<file path="config.mk">
export PLATFORM = sky130hd
export DESIGN_NAME = multibank_fifo_arb
export DESIGN_NICKNAME = d
export VERILOG_FILES = /design/src/rtl/multibank_fifo_arb.sv
export SDC_FILE = /design/constraint.sdc
export NUM_CORES = 1
export LEC_CHECK = 0
export BUFFER_PORTS_ARGS = -buffer_cell sky130_fd_sc_hd__buf_2
export CORE_ASPECT_RATIO = 1.25
export CORE_MARGIN = 10
export CORE_UTILIZATION = 58
export CTS_BUF_LIST = sky130_fd_sc_hd__clkbuf_2 sky130_fd_sc_hd__clkbuf_4 sky130_fd_sc_hd__clkbuf_8
export DETAILED_ROUTE_END_ITERATION = 10
export PLACE_DENSITY = 0.77
export RECOVER_POWER = 50
export SYNTH_ARGS = -nofsm -noshare
export SYNTH_HDL_FRONTEND = slang
export SYNTH_SLANG_ARGS = --single-unit
</file>
<file path="constraint.sdc">
create_clock -name clk -period 4.6 [get_ports clk]
set_input_delay 0.46 -clock clk [delete_from_list [all_inputs] [get_ports clk]]
set_output_delay 0.46 -clock clk [all_outputs]
set_load 0.01 [all_outputs]
</file>
<file path="src/rtl/multibank_fifo_arb.sv">
// multibank_fifo_arb: round-robin multi-master front end over NUM_B FIFO banks.
// Writes rotate across banks; reads pop the bank the granted master names.
// Optional build macro MBF_SKIP_FULL_EN: writes skip past full banks instead
// of being dropped at a full rotation target.

module mbf_bank #(
  parameter int DW    = 8,
  parameter int DEPTH = 4
) (
  input  logic          clk,
  input  logic          rst,
  input  logic          push,
  input  logic          pop,
  input  logic [DW-1:0] wdata,
  output logic [DW-1:0] head,
  output logic          full,
  output logic          empty
);
  localparam int AW = $clog2(DEPTH);
  localparam int CW = AW + 1;

  logic [DW-1:0] mem [DEPTH];
  logic [AW-1:0] wptr, rptr;
  logic [CW-1:0] cnt;

  // storage write; contents deliberately survive reset
  always_ff @(posedge clk) begin
    if (push) mem[wptr] <= wdata;
  end

  // pointers wrap naturally (DEPTH is a power of 2); push+pop keeps cnt
  always_ff @(posedge clk or posedge rst) begin
    if (rst) begin
      wptr <= '0;
      rptr <= '0;
      cnt  <= '0;
    end else begin
      if (push) wptr <= wptr + 1'b1;
      if (pop)  rptr <= rptr + 1'b1;
      case ({push, pop})
        2'b10:   cnt <= cnt + 1'b1;
        2'b01:   cnt <= cnt - 1'b1;
        default: ;
      endcase
    end
  end

  assign head  = mem[rptr];
  assign full  = (cnt == CW'(DEPTH));
  assign empty = (cnt == '0);
endmodule

module multibank_fifo_arb #(
  parameter int NUM_M = 2,
  parameter int NUM_B = 4,
  parameter int DW    = 8,
  parameter int DEPTH = 4,
  parameter int BW    = $clog2(NUM_B)
) (
  input  logic                clk,
  input  logic                rst,
  input  logic [NUM_M-1:0]    wr_en,
  input  logic [NUM_M*DW-1:0] wr_data,
  input  logic [NUM_M-1:0]    rd_en,
  input  logic [NUM_M*BW-1:0] rd_id,
  output logic [NUM_M-1:0]    grant,
  output logic [DW-1:0]       rd_data,
  output logic [NUM_M-1:0]    rd_valid,
  output logic [NUM_M-1:0]    wr_drop,
  output logic [NUM_M-1:0]    rd_err,
  output logic [NUM_B-1:0]    bank_full,
  output logic [NUM_B-1:0]    bank_empty
);
  localparam int MW = $clog2(NUM_M);

  logic [MW-1:0]              rr_ptr, gnt_idx;
  logic                       gnt_any;
  logic [NUM_M-1:0]           req;
  logic [BW-1:0]              wr_bank, wr_tgt, rd_tgt;
  logic                       wr_ok, do_wr, do_rd, wr_dropped, rd_failed;
  logic [DW-1:0]              gnt_wdata;
  logic [NUM_B-1:0]           push, pop;
  logic [NUM_B-1:0][DW-1:0]   head;

  assign req = wr_en | rd_en;

  // round-robin pick: first requester found cyclically from rr_ptr
  always_comb begin
    grant   = '0;
    gnt_idx = '0;
    gnt_any = 1'b0;
    for (int o = 0; o < NUM_M; o++) begin
      if (!gnt_any && req[(int'(rr_ptr) + o) % NUM_M]) begin
        gnt_any = 1'b1;
        gnt_idx = MW'((int'(rr_ptr) + o) % NUM_M);
      end
    end
    if (gnt_any) grant[gnt_idx] = 1'b1;
  end

`ifdef MBF_SKIP_FULL_EN
  // write target: first non-full bank searching cyclically from wr_bank
  always_comb begin
    wr_tgt = wr_bank;
    wr_ok  = 1'b0;
    for (int o = 0; o < NUM_B; o++) begin
      if (!wr_ok && !bank_full[BW'(int'(wr_bank) + o)]) begin
        wr_ok  = 1'b1;
        wr_tgt = BW'(int'(wr_bank) + o);
      end
    end
  end
`else
  // strict rotation: a full target bank means the write is dropped
  assign wr_tgt = wr_bank;
  assign wr_ok  = !bank_full[wr_bank];
`endif

  // full/empty come from registered state, so same-cycle push/pop never
  // rescues a full write or lets a read fall through an empty bank
  assign gnt_wdata  = wr_data[gnt_idx*DW +: DW];
  assign rd_tgt     = rd_id[gnt_idx*BW +: BW];
  assign do_wr      = gnt_any & wr_en[gnt_idx] & wr_ok;
  assign wr_dropped = gnt_any & wr_en[gnt_idx] & ~wr_ok;
  assign do_rd      = gnt_any & rd_en[gnt_idx] & ~bank_empty[rd_tgt];
  assign rd_failed  = gnt_any & rd_en[gnt_idx] & bank_empty[rd_tgt];

  for (genvar b = 0; b < NUM_B; b++) begin : g_bank
    assign push[b] = do_wr && (wr_tgt == BW'(b));
    assign pop[b]  = do_rd && (rd_tgt == BW'(b));
    mbf_bank #(.DW(DW), .DEPTH(DEPTH)) u_bank (
      .clk   (clk),
      .rst   (rst),
      .push  (push[b]),
      .pop   (pop[b]),
      .wdata (gnt_wdata),
      .head  (head[b]),
      .full  (bank_full[b]),
      .empty (bank_empty[b])
    );
  end

  // arbitration pointer, write rotation and one-cycle response pulses
  always_ff @(posedge clk or posedge rst) begin
    if (rst) begin
      rr_ptr   <= '0;
      wr_bank  <= '0;
      rd_data  <= '0;
      rd_valid <= '0;
      wr_drop  <= '0;
      rd_err   <= '0;
    end else begin
      if (gnt_any) rr_ptr <= (gnt_idx == MW'(NUM_M - 1)) ? '0 : gnt_idx + 1'b1;
      if (do_wr)   wr_bank <= wr_tgt + 1'b1;
      if (do_rd)   rd_data <= head[rd_tgt];
      rd_valid <= do_rd      ? grant : '0;
      wr_drop  <= wr_dropped ? grant : '0;
      rd_err   <= rd_failed  ? grant : '0;
    end
  end
endmodule

</file>
==> results.json, run 1 <==
{
  "end_kind": "register",
  "track_usage_pct": 17.71,
  "clkLatencyLatePin_ns": 0.45,
  "grt_pass1_vias": 4406,
  "row_count": 47,
  "min_path_type": "input pin to register",
  "crit_fanout": 16,
  "overflow": 0,
  "portBuffers": 49,
  "nets": 580,
  "die-area_sq_um": 18420,
  "initial_core_util_pct": 58.87,
  "rsz0062_at_grt": "false",
  "core_area_sq_um": 13170,
  "worstPathCellList": "o21bai_1 -> nand2_1 -> inv_1 -> nand3_1 -> a211oi_2 -> ha_1 -> inv_1 -> fa_1 -> xor2_1 -> nor2_1 -> xor2_1",
  "sw_frac_of_total_pct": 33.31,
  "cts.htree.levels": 4,
  "ys_types": 46,
  "place_congestion": 0.8920,
  "clkTransAtPathRegs_ns": 0.08,
  "powerDensity_nw_per_um2": 594.8,
  "slowest_delay_ns": 0.69,
  "setup-violations-final": 0,
  "tns_ns": 0,
  "cts.path.max_buffers": 2,
  "crit_required_ns": 4.97,
  "drc": 0,
  "ant_nets": 0,
  "synth-compound-area-share_pct": 6.244,
  "clkSinkCount": 173,
  "maxSlewHeadroom_pct": -24.02,
  "syn_nets": 538,
  "viasPerCell": 5.965,
  "dr.pass1.iters": 5,
  "worst_pin_slew_ns": 1.858,
  "maxSlewViolCount": 46,
  "synth_top_family_by_area": "multiplexers",
  "ios": 50,
  "wirelength_mm": 15.67,
  "power.share.clock_pct": 21.9,
  "finalHoldViolCount": 0,
  "max-vdd-ir-drop_v": 0.0002881,
  "cp_top_family": "simple AND/OR/NAND/NOR gates",
  "seq_area_frac_synth_pct": 64.09,
  "die_y_um": 149.3,
  "final_util_pct": 64.12,
  "worstSetupPathType": "register to register",
  "synth_xor_area_share_pct": 2.823,
  "fp.dieW_um": 123.4,
  "cts-root-buf": "clkbuf_8",
  "power.switching_uw": 1673,
  "fin_skew_ns": 0.01058,
  "synth_area_sq_um": 7755,
  "drt-initial-drc-count": 304,
  "cp-start-kind": "register",
  "post_cts_buffers": 0,
  "vias": 4235,
  "violations": "max-capacitance violations, max-slew violations",
  "pwr-share-seq_pct": 47.2,
  "finalCriticalPeriod_ns": 3.719,
  "grt_pass1_wl_mm": 24.24,
  "dp_hpwl_mm": 11.00,
  "grt_max_degree": 46,
  "p_leak_uw": 0.003232,
  "cp.arrival_ns": 4.09,
  "drv_cap": 1,
  "period_share_pct": 80.84,
  "holdBufCountCts": 0,
  "syn_inst": 484,
  "final_common_cell": "edfxtp_1",
  "cts_resized": 0,
  "antenna_found_initial": 1,
  "post-place-ws_ns": 0.7910,
  "slowest_stage": "nand3_1",
  "synth_mux_area_share_pct": 11.54,
  "fmax_mhz": 268.9,
  "cts_tree": "built",
  "setup_slack_ns": 0.8813,
  "layout-area-overhead-vs-synth_pct": 8.922,
  "most-common-layout-cells": "edfxtp_1 (128), dfrtp_1 (45), inv_1 (36), mux4_2 (35), nand2_1 (30)",
  "synthAdderAreaFrac_pct": 4.905,
  "syn_avg_cell_area_sq_um": 16.02,
  "ys_ff_latch": 173,
  "p_int_uw": 3350,
  "layout-drive-gt1-share_pct": 21.52,
  "path_buf_inv": 2,
  "p_comb_share_pct": 30.9,
  "ys.warnings.count": 0,
  "numCtsBuffers": 17,
  "diodes": 0,
  "routedWlPerCell_um": 22.06,
  "status": "finished with violations",
  "synthSimpleGateAreaFrac_pct": 6.373
}
-- metal layers --
| metal | share of wire, % | routed length [um] | GRT usage, % |
|---|---|---|---|
| met5 | 0 | 0 | 0 |
| met4 | 2.5 | 387 | 7.118 |
| met3 | 7.6 | 1190 | 5.720 |
| met2 | 50 | 7782 | 28.26 |
| met1 | 40 | 6303 | 21.83 |
-- power by group through the flow --
stage,clock [uW],sequential (uW),combinational [uW]
final,1100,2370,1550
after global routing,1170,2430,1700
after CTS,1110,2380,1600
after floorplan,0,2220,1330
after global placement,0,2390,1520
after detailed placement,0,2410,1590
-- synthesized netlist by cell type, drive strengths merged --
| cell type | count | area, sq um |
|---|---|---|
| xnor2 | 12 | 105.1 |
| a2bb2oi | 1 | 8.760 |
| o21ba | 1 | 10.01 |
| o21bai | 1 | 7.510 |
| o32ai | 1 | 8.760 |
| a21oi | 1 | 5.000 |
| mux4 | 35 | 788.3 |
| nand3 | 11 | 60.06 |
| or2 | 1 | 6.260 |
| nor3 | 1 | 5.000 |
| nor3b | 4 | 30.03 |
| nor2 | 10 | 37.54 |
| a2111oi | 2 | 55.05 |
| mux2 | 5 | 56.30 |
| or3 | 5 | 32.53 |
| and3 | 25 | 156.4 |
| dfrtp | 45 | 1126 |
| and2 | 6 | 40.04 |
| edfxtp | 128 | 3844 |
| o21ai | 3 | 15.01 |
| inv | 38 | 142.6 |
| xor2 | 13 | 113.9 |
| ha | 24 | 300.3 |
| nand2 | 30 | 112.6 |
| a211o | 1 | 8.760 |
| clkbuf | 7 | 26.28 |
| o31ai | 8 | 108.9 |
| fa | 4 | 80.08 |
| mux2i | 5 | 50.05 |
| a211oi | 21 | 172.7 |
| a21boi | 10 | 75.07 |
| nand2b | 1 | 6.260 |
| o2bb2ai | 1 | 8.760 |
| or4 | 1 | 7.510 |
| buf | 22 | 143.9 |
-- logic make-up (layout without fill, tap and decap cells) --
group,after synthesis,in the layout
AND/OR/NAND/NOR,95,95
flip-flops,173,173
multiplexers,45,45
XOR/XNOR,25,25
buffers and inverters,67,122
adder cells (fa/ha/maj),28,28
AO/OA/AOI/OAI,51,51
-- path summary, 6_finish.rpt --
path,startpoint,endpoint,slack (ns),cells after the start
max reg2reg,rr_ptr,g_bank[3].u_bank.cnt[2],0.88,11
min in group asynchronous,rst,g_bank[3].u_bank.wptr[0],0.59,2
max,rr_ptr,g_bank[3].u_bank.cnt[2],0.88,11
max in group asynchronous,rst,g_bank[1].u_bank.cnt[2],2.92,2
min,rd_en[0],rr_ptr,0.35,3
min reg2reg,g_bank[1].u_bank.cnt[2],g_bank[1].u_bank.cnt[2],0.49,1
-- flip-flops by register name, indices dropped and copies added (netlist names) --
register,count
rd_data,8
wr_bank,2
g_bank.u_bank.mem,128
rd_valid,2
g_bank.u_bank.wptr,8
rr_ptr,1
g_bank.u_bank.rptr,8
rd_err,2
g_bank.u_bank.cnt,12
wr_drop,2
-- tightest hold or removal path: cells and delay by family --
family / cells / cell delay (ns)
buffers and inverters: 1 / 0.13
AND/OR/NAND/NOR: 1 / 0.07
AO/OA/AOI/OAI: 1 / 0.10
-- cell type report --
type | count | area (sq um)
flip-flops and latches | 173 | 4970
fillers | 922 | 4726
multi-input cells | 244 | 2467
clock buffers | 21 | 276.5
repair buffers | 52 | 235.2
well taps | 171 | 214.0
inverters | 38 | 142.6
clock inverters | 11 | 141.4
-- stage by stage --
stage	cell area, sq um	instances	hold WS, ns	power [uW]
after floorplan	7755	484	0.4469	3549
after global placement	8066	678	0.4633	3910
after detailed placement	8066	678	0.4692	4003
after CTS	8484	710	0.2767	5083
after global routing	8447	710	0.3502	5301
final	8447	710	0.3522	5024
Power figures use the tool's default switching activity.
==> run 2, diff against run 1 <==
clock period = 3.65 ns   (was 4.6 ns; I/O delays follow)
==> results.json, run 2 (synthesized netlist as in run 1, its figures left out) <==
{
  "clkTransAtPathRegs_ns": 0.09,
  "cts.htree.levels": 4,
  "wirelength_mm": 15.36,
  "worst_pin_slew_ns": 1.748,
  "hold_start": "wr_en[1]",
  "max-vdd-ir-drop_v": 0.0004593,
  "fin_skew_ns": 0.009727,
  "finalCriticalPeriod_ns": 3.230,
  "final_util_pct": 64.36,
  "crit_fanout": 16,
  "p_total_uw": 6280,
  "ant_nets": 0,
  "track_usage_pct": 17.77,
  "nFillCells": 963,
  "rsz0062_at_grt": "false",
  "cts_resized": 0,
  "cts_tree": "built",
  "die_y_um": 149.3,
  "cp-start-kind": "register",
  "drc": 0,
  "top_register": "g_bank.u_bank.mem",
  "worstSetupPathType": "register to register",
  "antenna_found_initial": 0,
  "largest_register_ffs": 128,
  "grt_max_degree": 46,
  "place_congestion": 0.8983,
  "grt_pass1_wl_mm": 24.66,
  "period_share_pct": 88.50,
  "cp.arrival_ns": 3.59,
  "crit_path_start": "rr_ptr",
  "holdBufCountCts": 0,
  "p_leak_uw": 0.003252,
  "layout-drive-gt1-share_pct": 22.43,
  "clkSinkCount": 173,
  "most-common-layout-cells": "edfxtp_1 (128), dfrtp_1 (45), inv_1 (37), mux4_2 (35), nand2_1 (30)",
  "overflow": 0,
  "powerDensity_nw_per_um2": 740.7,
  "maxSlewViolCount": 46,
  "die-area_sq_um": 18420,
  "crit_required_ns": 4.01,
  "maxSlewHeadroom_pct": -16.69,
  "dr.pass1.iters": 4,
  "final_common_cell": "edfxtp_1",
  "viasPerCell": 5.817,
  "diodes": 0,
  "min_path_type": "input pin to register",
  "drv_cap": 1,
  "portBuffers": 49,
  "cts.path.max_buffers": 2,
  "top_regs": "g_bank.u_bank.mem: 128 flops, g_bank.u_bank.cnt: 12 flops",
  "routedWlPerCell_um": 21.49,
  "violations": "max-capacitance violations, max-slew violations",
  "ios": 50,
  "layout-area-overhead-vs-synth_pct": 9.326,
  "fp.dieW_um": 123.4,
  "tns_ns": 0,
  "initial_core_util_pct": 58.87,
  "drt-initial-drc-count": 220,
  "vias": 4159,
  "clkLatencyLatePin_ns": 0.44,
  "numCtsBuffers": 17,
  "end_kind": "register",
  "finalHoldViolCount": 0,
  "fmax_mhz": 309.6,
  "setup-violations-final": 0,
  "cts-root-buf": "clkbuf_8",
  "row_count": 47,
  "post_cts_buffers": 0,
  "nets": 585,
  "status": "finished with violations",
  "core_area_sq_um": 13170,
  "dp_hpwl_mm": 11.05,
  "r2r-start": "rr_ptr",
  "grt_pass1_vias": 4507,
  "hold_ws_ns": 0.2805
}
## run 2: through the flow
step / setup slack (ns) / std cells / area (sq um)
after floorplan: 0.7411 / 484 / 7755
after global placement: 0.6287 / 683 / 8104
after detailed placement: 0.4546 / 683 / 8104
after CTS: 0.4871 / 715 / 8511
after global routing: 0.2479 / 715 / 8478
final: 0.4197 / 715 / 8478
## run 2: power breakdown
part | internal (uW) | switching [uW]
logic | 926 | 1040
registers | 2590 | 395
clock network | 660 | 674
## run 2: path summary, 6_finish.rpt
check                      slack [ns]  cells after the start                  endpoint
max                              0.42                     11   g_bank[2].u_bank.cnt[2]
min                              0.28                      4                    rr_ptr
max reg2reg                      0.42                     11   g_bank[2].u_bank.cnt[2]
min reg2reg                      0.49                      1   g_bank[3].u_bank.cnt[2]
max in group asynchronous        2.17                      2  g_bank[1].u_bank.rptr[1]
min in group asynchronous        0.46                      2  g_bank[3].u_bank.wptr[0]
## run 2: metal layers
metal	track usage, %	vias to the layer above	share of wire [%]
met1	22.50	2098	43
li1	-	1905	-
met2	28.60	132	49
met5	0	-	0
met3	4.394	24	5.5
met4	7.293	0	2.7
## run 2: cell type report
cell class | count | area, sq um | share of cell area (%)
inverters | 38 | 142.6 | 1.682
clock buffers | 20 | 269.0 | 3.173
repair buffers | 57 | 272.8 | 3.217
multi-input cells | 244 | 2472 | 29.16
clock inverters | 12 | 137.6 | 1.623
well taps | 171 | 214.0 | 2.524
flip-flops and latches | 173 | 4970 | 58.62
## run 2: worst max-delay path: stages (launching register included)
cell and delay (ns):
dfrtp_1 0.48, a21boi_0 0.33, a2bb2oi_1 0.30, nand3_2 0.44, a211o_1 0.46, inv_1 0.07, ha_1 0.18, inv_1 0.07
fa_1 0.38, xor2_1 0.15, nor2_1 0.12, xor2_1 0.17
==> run 3, diff against run 2 <==
CORE_UTILIZATION = 57   (was 58)
PLACE_DENSITY = 0.79   (was 0.77)
clock period = 2.85 ns   (was 3.65 ns; I/O delays follow)
==> results.json, run 3 (synthesized netlist as in run 1, its figures left out) <==
{
  "status": "finished with violations",
  "violations": "max-capacitance violations, max-slew violations, negative setup slack",
  "ant_nets": 0,
  "top_regs": "g_bank.u_bank.mem: 128 flops, g_bank.u_bank.cnt: 12 flops",
  "dp_cells": 709,
  "routed-wl-met2_mm": 8.211,
  "track_usage_pct": 17.84,
  "dr.pass1.iters": 5,
  "drt-initial-drc-count": 338,
  "cp_top_family": "simple AND/OR/NAND/NOR gates",
  "power.share.clock_pct": 22.3,
  "clkLatencyLatePin_ns": 0.45,
  "diodes": 0,
  "cp.arrival_ns": 3.25,
  "die_y_um": 150.4,
  "r2r_slack_ns": -0.02,
  "layout.cells.non_filler": 745,
  "layout-drive-gt1-share_pct": 30.84,
  "worstSetupPathType": "register to register",
  "power.switching_uw": 2816,
  "period_share_pct": 100.5,
  "maxSlewHeadroom_pct": -19.52,
  "top_layer_used": "met4",
  "end_kind": "register",
  "crit_fanout": 4,
  "finalCriticalPeriod_ns": 2.865,
  "largest_register_ffs": 128,
  "final_common_cell": "edfxtp_1",
  "grt_max_degree": 46,
  "fmax_mhz": 349.0,
  "overflow": 0,
  "initial_core_util_pct": 58.35,
  "wl_met1_mm": 6.461,
  "r2r-start": "g_bank[2].u_bank.cnt[1]",
  "p_total_uw": 8625,
  "portBuffers": 49,
  "path_buf_inv": 3,
  "cts.htree.levels": 4,
  "grt_pass1_wl_mm": 25.85,
  "crit_end": "g_bank[2].u_bank.cnt[2]",
  "wl_met3_mm": 1.191,
  "cts.path.max_buffers": 2,
  "pwr-share-seq_pct": 43.9,
  "crit_path_start": "g_bank[2].u_bank.cnt[1]",
  "min_path_type": "input pin to register",
  "fin_skew_ns": 0.008218,
  "drc": 0,
  "nets": 616,
  "r2r_cells": 12,
  "wirelength_mm": 16.23,
  "p_int_uw": 5809,
  "setup_slack_ns": -0.01532,
  "holdBufCountCts": 0,
  "numCtsBuffers": 17,
  "r2r-end": "g_bank[2].u_bank.cnt[2]",
  "fp.dieW_um": 124.3,
  "worstPathCellList": "or3_4 -> inv_1 -> mux4_2 -> or3_4 -> a211o_1 -> inv_1 -> ha_2 -> inv_2 -> fa_2 -> xor2_1 -> nor2_1 -> xor2_1",
  "clkTransAtPathRegs_ns": 0.09,
  "nFillCells": 922,
  "cts_tree": "built",
  "cp-start-kind": "register",
  "ios": 50,
  "worst_pin_slew_ns": 1.791,
  "die-area_sq_um": 18700,
  "layout-area-overhead-vs-synth_pct": 14.25,
  "rsz0062_at_grt": "true",
  "grt_pass1_vias": 4631,
  "finalHoldViolCount": 0,
  "slowest_delay_ns": 0.47,
  "routedWlPerCell_um": 21.78,
  "p_comb_share_pct": 33.8,
  "drv_cap": 1,
  "top_register": "g_bank.u_bank.mem",
  "max-vdd-ir-drop_v": 0.0005344,
  "dp_hpwl_mm": 11.25,
  "core_area_sq_um": 13290,
  "setup-violations-final": 1,
  "viasPerCell": 5.848,
  "place_congestion": 0.8412,
  "crit_required_ns": 3.23,
  "clkSinkCount": 173,
  "row_count": 47,
  "vias": 4357,
  "p_leak_uw": 0.003455,
  "slowest_stage": "mux4_2",
  "path_depth": 12,
  "sw_frac_of_total_pct": 32.65,
  "antenna_found_initial": 0,
  "powerDensity_nw_per_um2": 973.5,
  "most-common-layout-cells": "edfxtp_1 (128), dfrtp_1 (44), buf_4 (37), mux4_2 (35), inv_1 (33)",
  "cts-root-buf": "clkbuf_8",
  "maxSlewViolCount": 46,
  "hold_start": "rd_en[0]"
}
-- run 3: changes by cell type in the layout (fill, tap and decap cells not counted), sizes merged --
cell and change:
inv +1, clkinvlp -1, clkbuf -7, bufinv +3
buf +35, clkinv -1
-- run 3: layout make-up --
| cell class | count | area, sq um | share of cell area, % |
|---|---|---|---|
| Clock inverter | 14 | 215.2 | 2.429 |
| Inverter | 38 | 142.6 | 1.610 |
| Clock buffer | 17 | 234.0 | 2.641 |
| Timing Repair Buffer | 88 | 523.0 | 5.903 |
| Multi-Input combinational cell | 244 | 2560 | 28.89 |
| Tap cell | 171 | 214.0 | 2.415 |
| Sequential cell | 173 | 4971 | 56.11 |
-- run 3: how the worst min path moves through the flow --
| stage | endpoint | cells past startpoint |
|---|---|---|
| final | rr_ptr | 3 |
| after floorplan | rr_ptr | 2 |
| after detailed placement | rd_data[4] | 2 |
| after CTS | rr_ptr | 2 |
| after global routing | rr_ptr | 4 |
| after global placement | rd_data[6] | 2 |
-- run 3: power by group through the flow --
stage	clock, uW	combinational (uW)	sequential [uW]
floorplan	0	2150	3580
CTS	1930	2860	3800
finish	1920	2910	3790
global route	2040	3200	3880
detailed placement	0	2790	3840
global placement	0	2680	3800
-- run 3: worst reg2reg max path: cells and delay by family, from the launching register on --
| kind | cells | cell delay (ns) |
|---|---|---|
| AND/OR/NAND/NOR | 3 | 0.66 |
| adder cells (fa/ha/maj) | 2 | 0.52 |
| multiplexers | 1 | 0.47 |
| flip-flops | 1 | 0.39 |
| XOR/XNOR | 2 | 0.32 |
| AO/OA/AOI/OAI | 1 | 0.30 |
| buffers and inverters | 3 | 0.15 |
-- run 3: stage by stage --
stage	utilization [%]	setup TNS [ns]	area [sq um]	setup WS [ns]	hold WS [ns]
floorplan	-	0	7757	0.02697	0.4417
global placement	62.54	0	8312	0.06504	0.4977
detailed placement	62.54	-0.08177	8312	-0.04111	0.5011
CTS	66.10	0	8785	0.01317	0.07936
global route	66.66	-0.3202	8860	-0.1172	0.1593
finish	66.66	-0.01532	8860	-0.01532	0.1590
-- run 3: per-layer routing --
layer | track usage, % | vias up
met2 | 30.02 | 172
met1 | 21.08 | 2207
met4 | 7.410 | 0
li1 | - | 1952
met5 | 0 | -
met3 | 5.311 | 26
-- run 3: what timing repair did --
action                                  4_1_cts  5_1_grt
gates resized for setup                       5       19
endpoints found under the setup margin        4        8
buffers inserted                              0        5
endpoints found under the hold margin         0        0
